[config.mk]
export PLATFORM = sky130hd
export DESIGN_NAME = cpu_clk_ctrl
export DESIGN_NICKNAME = d
export VERILOG_FILES = /design/src/rtl/cpu_clk_pkg.sv /design/src/rtl/btn_debounce.sv /design/src/rtl/cpu_clk_ctrl.sv
export SDC_FILE = /design/constraint.sdc
export NUM_CORES = 1
export LEC_CHECK = 0
export BUFFER_PORTS_ARGS = -buffer_cell sky130_fd_sc_hd__buf_2
export CAP_MARGIN = 40
export CELL_PAD_IN_SITES_DETAIL_PLACEMENT = 2
export CELL_PAD_IN_SITES_GLOBAL_PLACEMENT = 2
export CORE_AREA = 2 2 131 133
export CTS_CLUSTER_DIAMETER = 120
export DETAILED_ROUTE_END_ITERATION = 6
export DIE_AREA = 0 0 133 135
export GPL_ROUTABILITY_DRIVEN = 0
export GPL_TIMING_DRIVEN = 0
export PLACE_DENSITY = 0.6
export SETUP_SLACK_MARGIN = 0.5
export SYNTH_ARGS = -nofsm -noshare
export SYNTH_HDL_FRONTEND = slang
export SYNTH_SLANG_ARGS = --single-unit
[constraint.sdc]
create_clock -name clk -period 6.04 [get_ports clk]
set_input_delay 1.208 -clock clk [delete_from_list [all_inputs] [get_ports clk]]
set_output_delay 1.208 -clock clk [all_outputs]
set_load 0.02 [all_outputs]
[src/rtl/cpu_clk_pkg.sv]
`default_nettype none
//==============================================================================
// Module   : cpu_clk_pkg
// Brief    : Shared types and constants for the CPU clock-enable controller.
// Revision : 1.0 - initial release
//==============================================================================
package cpu_clk_pkg;

    // Width of the issued-pulse counter
    localparam int CYCLE_W = 32;

    // Controller FSM states; the encoding is visible on the state output
    typedef enum logic [1:0] {
        STOP = 2'd0,
        RUN  = 2'd1,
        STEP = 2'd2,
        HALT = 2'd3
    } state_t;

endpackage : cpu_clk_pkg
`default_nettype wire

[src/rtl/btn_debounce.sv]
`default_nettype none
//==============================================================================
// Module   : btn_debounce
// Brief    : Two-flop synchronizer followed by a stable-level debouncer.
//            The output follows the synchronized input only after the input
//            has held its new value for DB_CYCLES consecutive clocks.
// Revision : 1.0 - initial release
//==============================================================================
module btn_debounce #(
    parameter int DB_CYCLES = 1000000
) (
    input  logic clk,
    input  logic rst,
    input  logic din,
    output logic dout
);

    localparam int                 c_CNT_W = (DB_CYCLES > 1) ? $clog2(DB_CYCLES) : 1;
    localparam logic [c_CNT_W-1:0] c_LAST  = c_CNT_W'(DB_CYCLES - 1);

    logic [1:0]         r_sync;
    logic [c_CNT_W-1:0] r_cnt;
    logic               r_dout;
    logic               w_sync;

    assign w_sync = r_sync[1];
    assign dout   = r_dout;

    // Bring the raw input into the clk domain before anything looks at it
    always_ff @(posedge clk or posedge rst) begin
        if (rst) begin
            r_sync <= 2'b00;
        end else begin
            r_sync <= {r_sync[0], din};
        end
    end

    // Count consecutive cycles at a level different from the accepted one;
    // any return to the accepted level restarts the count
    always_ff @(posedge clk or posedge rst) begin
        if (rst) begin
            r_cnt  <= '0;
            r_dout <= 1'b0;
        end else if (w_sync != r_dout) begin
            if (r_cnt == c_LAST) begin
                r_dout <= w_sync;
                r_cnt  <= '0;
            end else begin
                r_cnt  <= r_cnt + 1'b1;
            end
        end else begin
            r_cnt <= '0;
        end
    end

endmodule : btn_debounce
`default_nettype wire

[src/rtl/cpu_clk_ctrl.sv]
`default_nettype none
//==============================================================================
// Module   : cpu_clk_ctrl
// Brief    : Run / single-step / halt controller producing the CPU clock
//            enable. In RUN a divider issues one cpu_ce every div+1 clocks;
//            a debounced step button issues exactly one pulse from STOP;
//            halt_req locks the controller in HALT until reset.
// Revision : 1.0 - initial release
//==============================================================================
module cpu_clk_ctrl
    import cpu_clk_pkg::*;
#(
    parameter int DIV_W     = 16,
    parameter int DB_CYCLES = 1000000
) (
    input  logic               clk,
    input  logic               rst,
    input  logic [DIV_W-1:0]   div,
    input  logic               run_sw,
    input  logic               step_btn,
    input  logic               halt_req,
    output logic               cpu_ce,
    output logic [1:0]         state,
    output logic               halted,
    output logic [CYCLE_W-1:0] cycle_cnt
);

    logic [1:0]         r_run_sync;
    logic               w_run_s;
    logic               w_step_db;
    logic               r_step_q;
    logic               w_step_ev;
    state_t             r_state;
    state_t             w_state_nxt;
    logic [DIV_W-1:0]   r_div_cnt;
    logic [DIV_W-1:0]   w_div_cnt_nxt;
    logic               w_wrap;
    logic               w_run_go;
    logic               w_ce_nxt;
    logic               r_cpu_ce;
    logic [CYCLE_W-1:0] r_cycle_cnt;

    assign w_run_s   = r_run_sync[1];
    assign w_step_ev = w_step_db & ~r_step_q;

    assign cpu_ce    = r_cpu_ce;
    assign state     = r_state;
    assign halted    = (r_state == HALT);
    assign cycle_cnt = r_cycle_cnt;

    // Step button: synchronize and debounce
    btn_debounce #(
        .DB_CYCLES (DB_CYCLES)
    ) u_step_db (
        .clk  (clk),
        .rst  (rst),
        .din  (step_btn),
        .dout (w_step_db)
    );

    // Run switch is a level, so synchronizing is enough; also keep the
    // previous debounced step level for rising-edge detection
    always_ff @(posedge clk or posedge rst) begin
        if (rst) begin
            r_run_sync <= 2'b00;
            r_step_q   <= 1'b0;
        end else begin
            r_run_sync <= {r_run_sync[0], run_sw};
            r_step_q   <= w_step_db;
        end
    end

    // State register
    always_ff @(posedge clk or posedge rst) begin
        if (rst) begin
            r_state <= STOP;
        end else begin
            r_state <= w_state_nxt;
        end
    end

    // Next state, divider and pulse decision; halt_req overrides everything
    always_comb begin
        w_state_nxt   = r_state;
        w_div_cnt_nxt = '0;
        w_wrap        = (r_div_cnt >= div);
        w_run_go      = (r_state == RUN) && w_run_s && !halt_req;

        unique case (r_state)
            STOP: begin
                if (w_run_s) begin
                    w_state_nxt = RUN;
                end else if (w_step_ev) begin
                    w_state_nxt = STEP;
                end
            end
            RUN: begin
                if (!w_run_s) begin
                    w_state_nxt = STOP;
                end
            end
            STEP:    w_state_nxt = STOP;
            HALT:    w_state_nxt = HALT;
            default: w_state_nxt = STOP;
        endcase

        if (halt_req) begin
            w_state_nxt = HALT;
        end

        // Divider holds at zero outside RUN so every RUN entry starts fresh;
        // >= lets a reduced div wrap at once
        if (w_run_go) begin
            w_div_cnt_nxt = w_wrap ? '0 : r_div_cnt + 1'b1;
        end

        w_ce_nxt = !halt_req && ((w_run_go && w_wrap) || (r_state == STEP));
    end

    // Divider, registered enable pulse and pulse counter; the counter
    // updates on the same edge that raises cpu_ce
    always_ff @(posedge clk or posedge rst) begin
        if (rst) begin
            r_div_cnt   <= '0;
            r_cpu_ce    <= 1'b0;
            r_cycle_cnt <= '0;
        end else begin
            r_div_cnt <= w_div_cnt_nxt;
            r_cpu_ce  <= w_ce_nxt;
            if (w_ce_nxt) begin
                r_cycle_cnt <= r_cycle_cnt + 1'b1;
            end
        end
    end

endmodule : cpu_clk_ctrl
`default_nettype wire

Word level (Yosys, flattened, before mapping)
Index checks and enable logic that the tools add are counted.

storage, ports and cells
  bits in registers = 77
  output and inout bits = 36

operators by class
  $add $sub $neg = 3
  order comparisons = 1
  equal/unequal tests = 7
  muxes and demuxes = 9
  bitwise gates (word level) = 2
  reduce and logical (&&, ||, !) cells = 9

operators with widths
  cell                                                 count
  two-way mux 20 bit                                   2
  adder 32 x 1 -> 32 bit, second input constant        1
  two-way mux 16 bit                                   2
  adder 20 x 1 -> 20 bit, second input constant        1
  equality test 20 bit, second input constant          1
  adder 16 x 1 -> 16 bit, second input constant        1
  >= comparator 16 bit                                 1
  two-way mux 2 bit                                    4
  case mux 2 bit (4 select lines)                      1
  equality test 2 bit, second input constant           2
  logical AND 1 bit                                    4
  != test 4 bit, second input constant                 1
  AND reduction 2 bit                                  2
  != test 3 bit, second input constant                 1
  equality test 2 x 1 -> 1 bit, second input constant  1
  logical NOT 2 bit                                    1
  AND 1 bit                                            1
  logical NOT 1 bit                                    1
  logical OR 1 bit                                     1
  != test 1 bit                                        1
  NOT 1 bit                                            1

Longest topological paths before layout
  word-level depth = 6
  gate-level depth with buffers = 9
  mapped depth without buffers = 8

By module
A second synthesis with hierarchy kept.

second synthesis, totals
  cell total of the unflattened synthesis = 394
  area total of the unflattened synthesis = 4005.1 µm²

by module, submodules not included
  module        instances  cells each  area an instance (µm²)  seq. area each (µm²)
  cpu_clk_ctrl  1          287         2886.5                  1351.3
  btn_debounce  1          107         1118.6                  575.6

Worst setup path after synthesis
OpenSTA, ideal clock, no wires.

  path type = input port to flip-flop
  start = in div[13]
  end = reg r_cycle_cnt[29] (netlist: cycle_cnt[29])
  setup time = 0.129 ns
  data arrival time = 3.262 ns
  data required time = 5.911 ns
  slack = 2.648 ns
  stages = 9
  cell sequence = inv_1 ha_1 nand4_1 or3_1 or4_4 a31oi_4 buf_6 nand4_2 xnor2_1

between the ends
  word-level cells in the longest chain between the ends = 4

ends and longest elaborated chain
  item                  RTL line             text
  from (decl)           cpu_clk_ctrl.sv:18   input logic [DIV_W-1:0] div,
  >= comparator 16 bit  cpu_clk_ctrl.sv:86   w_wrap = (r_div_cnt >= div);
  logical AND 1 bit     cpu_clk_ctrl.sv:117  w_ce_nxt = !halt_req && ((w_run_go && w_wrap) || (r_state == STEP));
  logical OR 1 bit      cpu_clk_ctrl.sv:117
  logical AND 1 bit     cpu_clk_ctrl.sv:117
  net w_ce_nxt          cpu_clk_ctrl.sv:39   logic w_ce_nxt;
  to (signal assigned)  cpu_clk_ctrl.sv:131  r_cycle_cnt <= r_cycle_cnt + 1'b1;
  to (decl)             cpu_clk_ctrl.sv:41   logic [CYCLE_W-1:0] r_cycle_cnt;

The timed path passes the listed nets, and every way through them passes these cells.
A chain may end at the register's enable or synchronous reset.

Worst setup path after layout
  start = in div[13]
  end = reg r_cycle_cnt[9] (netlist: cycle_cnt[9])

Same word-level chain as after synthesis.

==> flow_metrics.env <==
export IMPL_fillers=1834
export IMPL_hold_violations=0
export IMPL_yosysUniqueCellTypes=42
export IMPL_post_route_period_util_pct=58.1
export IMPL_synthTopCellsByCount="dfrtp_1 (77), nor2_1 (57), xnor2_1 (41)"
export IMPL_syn_cell_area_mm2=0.00404
export IMPL_synth_area_top_cells="dfrtp_1 (48%), xnor2_1 (8.9%), ha_1 (5.9%)"
export IMPL_whs_path_depth=0
export IMPL_drt_initial_drc_count=124
export IMPL_ctsHoldBuffers=0
export IMPL_maxSlewHeadroom_pct=41.6
export IMPL_routed_wl_met3_um=326
export IMPL_io_pins=57
export IMPL_worstPathMaxFanout=10
export IMPL_tns_ns=0
export IMPL_wl_met1_um=5500
export IMPL_grt_max_degree=48
export IMPL_dr_max_layer_used="met4"
export IMPL_cts_buffer_depth=2
export IMPL_post_cts_resized=0
export IMPL_r2r_start="r_div_cnt[13]"
export IMPL_tightest_slew_ns=0.869
export IMPL_rr_endpoint="cycle_cnt[9]"
export IMPL_start_kind="primary input"
export IMPL_hp_class="reg2reg"
export IMPL_synth_edff_count=0
export IMPL_layoutNonFillerInstCount=697
export IMPL_rows=47
export IMPL_ys_seq_area_share_pct=47.7
export IMPL_antenna_left=0
export IMPL_async_reset_ff_share_pct=100
export IMPL_rsz0062_at_grt="false"
export IMPL_fin_ws_ns=2.53
export IMPL_setup_viol=0
export IMPL_rr_worst_depth=8
export IMPL_antenna_found_initial=0
export IMPL_clock_root_buffer="clkbuf_16"
export IMPL_drv_slew=0
export IMPL_cts_setup_buffers=0
export IMPL_vias=3219
export IMPL_synth_nets=443
export IMPL_critPathKind="in2reg"
export IMPL_clock_latency_ns=0.34
export IMPL_wirelength_um=11400
export IMPL_die_height_um=135
export IMPL_start_util_pct=24.6
export IMPL_crit_required_ns=6.27
export IMPL_wl_per_cell_um=16.3
export IMPL_grt_use_total_pct=13.7
export IMPL_path_clk_slew_ns=0.06
export IMPL_synth_top_area_share_pct=47.7
export IMPL_hpwl_um=8330
export IMPL_fin_area_mm2=0.00497
export IMPL_htreeDepth=3
export IMPL_fin_crit_ns=3.51
export IMPL_cts_sinks=77
export IMPL_status="finished clean"
export IMPL_hold_ws_ns=0.350
export IMPL_grt_pass1_wl_um=19300
export IMPL_grt_pass1_vias=3608
export IMPL_layout_drive_gt1_share_pct=18.9
export IMPL_fp_dieW_um=133
export IMPL_cts_tree="done"
export IMPL_synthFlopType="dfrtp_1"
export IMPL_power_density_mw_per_mm2=239
export IMPL_diodes=0
export IMPL_dpl_cell_area_mm2=0.00463
export IMPL_core_area_mm2=0.0164
export IMPL_leakage_uw=0.00227
export IMPL_synth_most_common_cell="dfrtp_1"
export IMPL_syn_area_per_cell_um2=10.0
export IMPL_cts_inserted_buffers=9
export IMPL_pre_cts_ws_ns=2.15
export IMPL_peakVddDrop_mv=0.117
export IMPL_dieArea_mm2=0.0180
export IMPL_synth_top_area_cell="dfrtp_1"
export IMPL_regToRegSetupSlack_ns=3.08
export IMPL_max_freq_mhz=285
export IMPL_min_from="u_step_db.r_sync[0]"
export IMPL_syn_instance_count=403
export IMPL_overflow=0
export IMPL_end_kind="flip-flop"
export IMPL_port_buffers=56
export IMPL_dr_wl_met2_um=5350
export IMPL_drv_cap=0
export IMPL_fin_nets=512
export IMPL_yosysWarnings=0
export IMPL_firstDrtPassIters=4
export IMPL_arrival_ns=3.73
export IMPL_dp_cells=680
export IMPL_area_growth_syn_to_layout_pct=23.0
export IMPL_synth_seq_cells=77
export IMPL_min_delay_worst_endpoint="u_step_db.r_sync[1]"
export IMPL_final_setup_skew_ns=0.00488
export IMPL_drt_vias_per_instance=4.62
export IMPL_drc=0
flip-flops by register name (all words and copies together) (netlist names):
signal,cells
r_div_cnt,16
r_run_sync,2
cycle_cnt,32
u_step_db.r_cnt,20
state,2
cpu_ce,1
r_step_q,1
u_step_db.dout,1
u_step_db.r_sync,2
cells by family after synthesis:
group                    after synthesis  synth area share [%]
AND/OR/NAND/NOR                      174                  22.7
flip-flops                            77                  47.7
XOR/XNOR                              64                  13.9
buffers and inverters                 35                  3.50
AO/OA/AOI/OAI                         32                  5.76
adder cells (fa/ha/maj)               19                  5.88
multiplexers                           2                 0.557
routing by layer:
| layer | vias up | global-route usage, % |
|---|---|---|
| li1 | 1533 | - |
| met1 | 1633 | 18.2 |
| met2 | 41 | 22.2 |
| met3 | 12 | 2.70 |
| met4 | 0 | 5.02 |
| met5 | - | 0 |
power breakdown:
group / leakage (uW) / internal, uW / switching [uW]
Sequential: 0.00105 / 519 / 2.60
Clock: 0.000169 / 402 / 226
Combinational: 0.00104 / 12.6 / 24.2
critical path, cell delays in order:
cell	delay [ns]
buf_2	0.08
inv_1	0.03
ha_1	0.28
nand4_1	0.20
or3_1	0.47
or4_4	0.56
a31oi_4	0.38
buf_6	0.24
nand4_2	0.11
xnor2_1	0.15
worst max-delay path by stage:
stage             from       endpoint  slack (ns)  cells past startpoint
2_1_floorplan  div[13]  cycle_cnt[29]        2.65                      9
4_1_cts        div[15]   cycle_cnt[9]        2.51                     10
3_5_place_dp   div[15]   cycle_cnt[9]        2.15                     10
3_3_place_gp       rst  r_div_cnt[13]        1.68                      2
6_report       div[13]   cycle_cnt[9]        2.53                     10
5_1_grt         div[0]  r_div_cnt[13]        2.36                      9
cell type report:
type	instances	area, um^2	share of cell area [%]
plain buffers	11	51.3	1.03
flip-flops and latches	77	1930	38.8
well taps	220	275	5.54
clock buffers	9	225	4.53
repair buffers	58	313	6.29
inverters	24	92.6	1.86
clock inverters	7	114	2.29
multi-input cells	291	1970	39.7
cells in the final DEF (no fill, tap or decap), drive strengths merged, types with 7 or more instances in the layout:
cell	synthesis	layout
inv	24	24
xor2	23	23
and3	18	18
nand2	17	17
ha	19	19
o21ai	9	9
nand4	22	22
nand3	30	30
buf	4	61
dfrtp	77	77
o211ai	7	7
xnor2	41	41
clkbuf	7	17
nor2	57	57
per-stage QoR:
step           power, uW  utilization (%)
6_report            1190             30.3
5_1_grt             1230             30.3
4_1_cts             1210             30.3
3_5_place_dp         570             28.2
3_3_place_gp         565             28.0
2_1_floorplan        550                -
Note: power is estimated with default switching activity, not from simulation.
